### src/rtl/led_bank_arbiter.sv
// led_bank_arbiter: shares the 16-LED bank between NUM_REQ requesters and the
// slide-switch mirror. Fair round-robin with a minimum dwell time per grant.
// Optional macro LED_BANK_ARBITER_PRIORITY_EN: requester 0 becomes urgent and
// pre-empts any other owner; the pre-empted owner resumes when 0 releases.
`timescale 1ns/1ps

module led_bank_arbiter #(
    parameter int NUM_REQ      = 4,
    parameter int DATA_W       = 16,
    parameter int DWELL_CYCLES = 100000000
) (
    input  logic                         clk,
    input  logic                         rst_n,
    input  logic [DATA_W-1:0]            SW,
    input  logic [NUM_REQ-1:0]           req,
    input  logic [NUM_REQ*DATA_W-1:0]    req_data,
    output logic [NUM_REQ-1:0]           gnt,
    output logic                         owner_valid,
    output logic [$clog2(NUM_REQ)-1:0]   owner_id,
    output logic [DATA_W-1:0]            LED
);

    localparam int ID_W  = $clog2(NUM_REQ);
    localparam int CNT_W = $clog2(DWELL_CYCLES + 1);
    localparam logic [CNT_W-1:0] DWELL_MAX = CNT_W'(DWELL_CYCLES);
    localparam logic [ID_W-1:0]  LAST_ID   = ID_W'(NUM_REQ - 1);

    typedef enum logic {IDLE, OWN} state_t;

    state_t              state_q;
    logic [NUM_REQ-1:0]  gnt_q;
    logic                owner_valid_q;
    logic [ID_W-1:0]     owner_q;
    logic [ID_W-1:0]     ptr_q;
    logic [CNT_W-1:0]    cnt_q;
    logic [DATA_W-1:0]   led_q;

    // Decision signals for the coming edge
    logic [NUM_REQ-1:0]  others;
    logic                others_any;
    logic                owner_req;
    logic                grant_en;
    logic                drop_en;
    logic                ptr_upd;
    logic [ID_W-1:0]     grant_id;

`ifdef LED_BANK_ARBITER_PRIORITY_EN
    logic                pre_set;
    logic                pre_v_q;
    logic [ID_W-1:0]     pre_id_q;
`endif

    // Next index with wrap-around at NUM_REQ
    function automatic logic [ID_W-1:0] inc_id(input logic [ID_W-1:0] id);
        return (id == LAST_ID) ? '0 : id + 1'b1;
    endfunction

    // First set bit of mask scanning upward from start, wrapping
    function automatic logic [ID_W-1:0] rr_pick(input logic [NUM_REQ-1:0] mask,
                                                input logic [ID_W-1:0]    start);
        logic [ID_W-1:0] idx;
        logic [ID_W-1:0] pick;
        logic            found;
        idx   = start;
        pick  = start;
        found = 1'b0;
        for (int i = 0; i < NUM_REQ; i++) begin
            if (!found && mask[idx]) begin
                pick  = idx;
                found = 1'b1;
            end
            idx = inc_id(idx);
        end
        return pick;
    endfunction

    // Arbitration decision: new grant, drop to idle, or keep the current owner
    always_comb begin
        others     = req & ~gnt_q;
        others_any = |others;
        owner_req  = req[owner_q];
        grant_en   = 1'b0;
        drop_en    = 1'b0;
        ptr_upd    = 1'b1;
        grant_id   = ptr_q;
`ifdef LED_BANK_ARBITER_PRIORITY_EN
        pre_set    = 1'b0;
`endif
        if (state_q == IDLE) begin
            if (|req) begin
                grant_en = 1'b1;
                grant_id = rr_pick(req, ptr_q);
            end
        end else begin
`ifdef LED_BANK_ARBITER_PRIORITY_EN
            if (owner_q != '0 && req[0]) begin
                // Urgent requester takes over; pointer untouched so the
                // victim is remembered and resumes first.
                grant_en = 1'b1;
                grant_id = '0;
                ptr_upd  = 1'b0;
                pre_set  = 1'b1;
            end else if (owner_q == '0) begin
                // Requester 0 is never rotated away, only released
                if (!owner_req) begin
                    if (pre_v_q && req[pre_id_q]) begin
                        grant_en = 1'b1;
                        grant_id = pre_id_q;
                    end else if (others_any) begin
                        grant_en = 1'b1;
                        grant_id = rr_pick(others, ptr_q);
                    end else begin
                        drop_en = 1'b1;
                    end
                end
            end else begin
`else
            begin
`endif
                if (!owner_req) begin
                    if (others_any) begin
                        grant_en = 1'b1;
                        grant_id = rr_pick(others, ptr_q);
                    end else begin
                        drop_en = 1'b1;
                    end
                end else if (cnt_q == DWELL_MAX && others_any) begin
                    grant_en = 1'b1;
                    grant_id = rr_pick(others, inc_id(owner_q));
                end
            end
        end
    end

    // FSM and registered outputs; LED follows SW in IDLE, the owner in OWN
    always_ff @(posedge clk or negedge rst_n) begin
        if (!rst_n) begin
            state_q       <= IDLE;
            gnt_q         <= '0;
            owner_valid_q <= 1'b0;
            owner_q       <= '0;
            ptr_q         <= '0;
            cnt_q         <= '0;
            led_q         <= '0;
        end else if (grant_en) begin
            state_q       <= OWN;
            gnt_q         <= NUM_REQ'(1) << grant_id;
            owner_valid_q <= 1'b1;
            owner_q       <= grant_id;
            cnt_q         <= '0;
            led_q         <= req_data[grant_id*DATA_W +: DATA_W];
            if (ptr_upd) begin
                ptr_q <= inc_id(grant_id);
            end
        end else if (drop_en) begin
            state_q       <= IDLE;
            gnt_q         <= '0;
            owner_valid_q <= 1'b0;
            owner_q       <= '0;
            cnt_q         <= '0;
            led_q         <= req_data[owner_q*DATA_W +: DATA_W];
        end else if (state_q == OWN) begin
            led_q <= req_data[owner_q*DATA_W +: DATA_W];
            if (cnt_q != DWELL_MAX) begin
                cnt_q <= cnt_q + 1'b1;
            end
        end else begin
            led_q <= SW;
        end
    end

`ifdef LED_BANK_ARBITER_PRIORITY_EN
    // Remembers which owner was pre-empted by requester 0
    always_ff @(posedge clk or negedge rst_n) begin
        if (!rst_n) begin
            pre_v_q  <= 1'b0;
            pre_id_q <= '0;
        end else if (grant_en || drop_en) begin
            pre_v_q <= pre_set;
            if (pre_set) begin
                pre_id_q <= owner_q;
            end
        end
    end
`endif

    assign gnt         = gnt_q;
    assign owner_valid = owner_valid_q;
    assign owner_id    = owner_q;
    assign LED         = led_q;

endmodule

### config.mk
export PLATFORM = sky130hd
export DESIGN_NAME = led_bank_arbiter
export DESIGN_NICKNAME = d
export VERILOG_FILES = /design/src/rtl/led_bank_arbiter.sv
export SDC_FILE = /design/constraint.sdc
export NUM_CORES = 1
export LEC_CHECK = 0
export ABC_CLOCK_PERIOD_IN_PS = 2900
export CORE_MARGIN = 10
export CORE_UTILIZATION = 45
export DETAILED_ROUTE_END_ITERATION = 16
export PLACE_DENSITY = 0.82
export SLEW_MARGIN = 0
export SYNTH_ARGS = -nofsm -noshare
export SYNTH_HDL_FRONTEND = slang
export SYNTH_SLANG_ARGS = --single-unit
### constraint.sdc
create_clock -name clk -period 2.9 [get_ports clk]
set_input_delay 0.58 -clock clk [delete_from_list [all_inputs] [get_ports clk]]
set_output_delay 0.58 -clock clk [all_outputs]
set_load 0.02 [all_outputs]
==> impl_metrics.json <==
{
  "synth_seq_cells": 52,
  "synth_compound_area_share_pct": 18.2,
  "r2r-start": "ptr_q[0]",
  "finalCritPeriodShare_pct": 107,
  "avgSynthCellArea_um2": 9.83,
  "io_pins": 109,
  "utilization_pct": 68.9,
  "crit-reg2reg-capture": "LED[5]",
  "ant_nets": 0,
  "gr-total-overflow": 0,
  "critPathCaptureType": "flip-flop",
  "first_iter_violations": 331,
  "synthSimpleGateAreaFrac_pct": 19.5,
  "via_per_inst": 6.20,
  "synthArstFlopShare_pct": 100,
  "wirelength_um": 15300,
  "place_congestion": 0.878,
  "grt_start_max_net_pins": 31,
  "post_drt_wl_per_cell_um": 21.5,
  "max_stage_delay_ps": 500,
  "syn-instance-count": 431,
  "reg2reg_slack_ps": -210,
  "drv_cap": 0,
  "p_leak_nw": 2.55,
  "worstMarginPinSlew_ps": 718,
  "htreeDepth": 2,
  "setup_violations": 20,
  "initial_utilization_pct": 46.1,
  "dpl.cell_count": 693,
  "finalWorstPathRequiredPeriod_ps": 3110,
  "max-vdd-ir-drop_v": 0.000778,
  "pwr_density_cell_nw_per_um2": 1080,
  "hp-class": "input port to async pin",
  "synthAdderAreaFrac_pct": 2.36,
  "drc": 0,
  "clock_skew_ps": 25.3,
  "synth-edff-count": 0,
  "status": "complete, but fails checks",
  "clk_latency_ps": 330,
  "dp_hpwl_um": 11100,
  "ys_seq_area_share_pct": 30.7,
  "pre_cts_ws_ps": -749,
  "port_buffers": 108,
  "cts_root_buf": "clkbuf_8",
  "finalHoldViolations": 0,
  "final_nets": 693,
  "num_rows": 35,
  "total_power_mw": 6.87,
  "worstPathRequired_ps": 3130,
  "grt_pass1_wl_um": 22800,
  "ff2ff_path_depth": 13,
  "drtPass1Iterations": 5,
  "area_growth_pct": 49.5,
  "drive_gt1_share_pct": 28.8,
  "violations": "negative setup slack",
  "die_height_um": 117,
  "startpoint_type": "flip-flop",
  "die_w_um": 117,
  "diodes": 0,
  "synthMuxAreaShare_pct": 19.1,
  "path_cells": "buf_6, inv_4, mux4_2, o21bai_1, o21bai_1, buf_4, nand2_4, a2111oi_4, clkbuf_16, buf_4, buf_6, mux2i_1, a221oi_2",
  "synth_area_um2": 4240,
  "cts_buffers": 5,
  "fmax_mhz": 321,
  "final_common_cell": "clkdlybuf4s50_1",
  "synth_cell_types": 65,
  "most-common-layout-cells": "clkdlybuf4s50_1 (103), buf_4 (74), dfrtp_1 (52)",
  "slowest_stage": "mux4_2",
  "grt_antenna_before_repair": 0,
  "clock-sinks": 52,
  "criticalPathCategory": "flip-flop to flip-flop",
  "rsz0062_at_grt": "yes",
  "worstPathArrival_ps": 3350,
  "clkTransAtPathRegs_ps": 120,
  "setup_tns_ps": -1700,
  "slew_headroom_pct": 52.2,
  "final_max_slew_viol_count": 0,
  "die_area_um2": 13700,
  "synth_top_family_by_area": "simple AND/OR/NAND/NOR gates",
  "synth_nets": 525,
  "core-area_um2": 9200,
  "crit_fanout": 7,
  "yosys_warnings": 0,
  "yosys.area_share.xor_xnor_pct": 4.75,
  "vias": 4405,
  "layout_setup_ws_ps": -214,
  "ys.flop_type": "dfrtp_1",
  "grt_use_total_pct": 20.9,
  "cts_buffer_depth": 2,
  "grt_pass1_vias": 4589,
  "cts_tree": "built",
  "final_cells": 711
}
==> cells in the mapped netlist (6+ instances only) <==
cell type | count | area share, %
a21oi_1 | 14 | 1.7
xnor2_1 | 10 | 2.1
mux2i_1 | 37 | 8.7
nand3_1 | 8 | 0.94
inv_1 | 9 | 0.80
ha_1 | 8 | 2.4
and3_1 | 7 | 1.0
mux4_2 | 19 | 10
nor3_1 | 11 | 1.3
a221oi_2 | 11 | 3.9
nand4_1 | 10 | 1.5
dfrtp_1 | 52 | 31
nor2b_1 | 22 | 3.2
nand2_1 | 22 | 1.9
clkbuf_1 | 16 | 1.4
xor2_1 | 13 | 2.7
a211oi_1 | 18 | 3.2
buf_2 | 6 | 0.71
nor4_1 | 6 | 0.89
nor2_1 | 38 | 3.4
o21ai_0 | 16 | 1.9
==> sequential cells by signal (all words and copies together) (netlist names) <==
name / count
LED: 16
cnt_q: 27
gnt: 4
owner_id: 2
ptr_q: 2
owner_valid: 1
==> power by group <==
part	internal [mW]	switching, mW
clock	0.170	0.281
combinational	2.77	2.58
sequential	0.927	0.142
total	3.86	3.00
==> critical path: cells and delay by family, from the launching register on <==
kind                   cells  cell delay, ps
AOI/OAI and AO/OA          4            1110
DFF                        1             430
and+or+nand+nor            1              50
muxes                      2             580
buffers and inverters      6             840
==> routing by layer <==
metal	track usage, %	wire length [um]	vias up	part of all wire [%]
li1	-	-	1971	-
met1	22.9	5700	2163	37
met2	35.1	7630	212	50
met3	7.54	1180	59	7.7
met4	10.8	752	0	4.9
met5	0	0	-	0
==> cells by family (layout without fill, tap and decap cells) <==
family | Yosys count | in the layout
AOI/OAI and AO/OA | 98 | 98
xor gates and xnor gates | 23 | 23
adders and majority gates | 8 | 8
buffers and inverters | 41 | 210
DFF | 52 | 52
muxes | 57 | 57
and+or+nand+nor | 152 | 152
==> through the flow <==
stage               instance area [um^2]  hold slack [ps]
floorplan                           4320              284
global placement                    5940              526
detailed placement                  5940              537
CTS                                 6130              312
global route                        6340              335
finish                              6340              293
==> worst max path at each step <==
stage                  start        to  slack [ps]  cells after the start
floorplan             req[3]  ptr_q[1]         -60                     10
global placement      req[1]    LED[2]        -720                     12
detailed placement    req[1]   LED[11]        -750                     12
CTS                 ptr_q[0]    LED[8]         -30                     11
global route        ptr_q[0]    LED[5]        -300                     13
finish              ptr_q[0]    LED[5]        -210                     13
==> final cells by class <==
cell class                      instances  area, um^2
Timing Repair Buffer                  192        1790
Inverter                               10        45.0
Clock buffer                            5        68.8
Clock inverter                          3        18.8
Sequential cell                        52        1300
Tap cell                              111         139
Multi-Input combinational cell        338        2980
Fill cell                             665        2860
==> what timing repair did <==
action | in CTS | in global routing
setup buffers | 3 | 7
pin swaps | 6 | 16
resized for setup | 27 | 34
hold buffers | 0 | 0
setup endpoints to repair | 28 | 20
gates cloned | 1 | 0
Power figures use the tool's default switching activity.
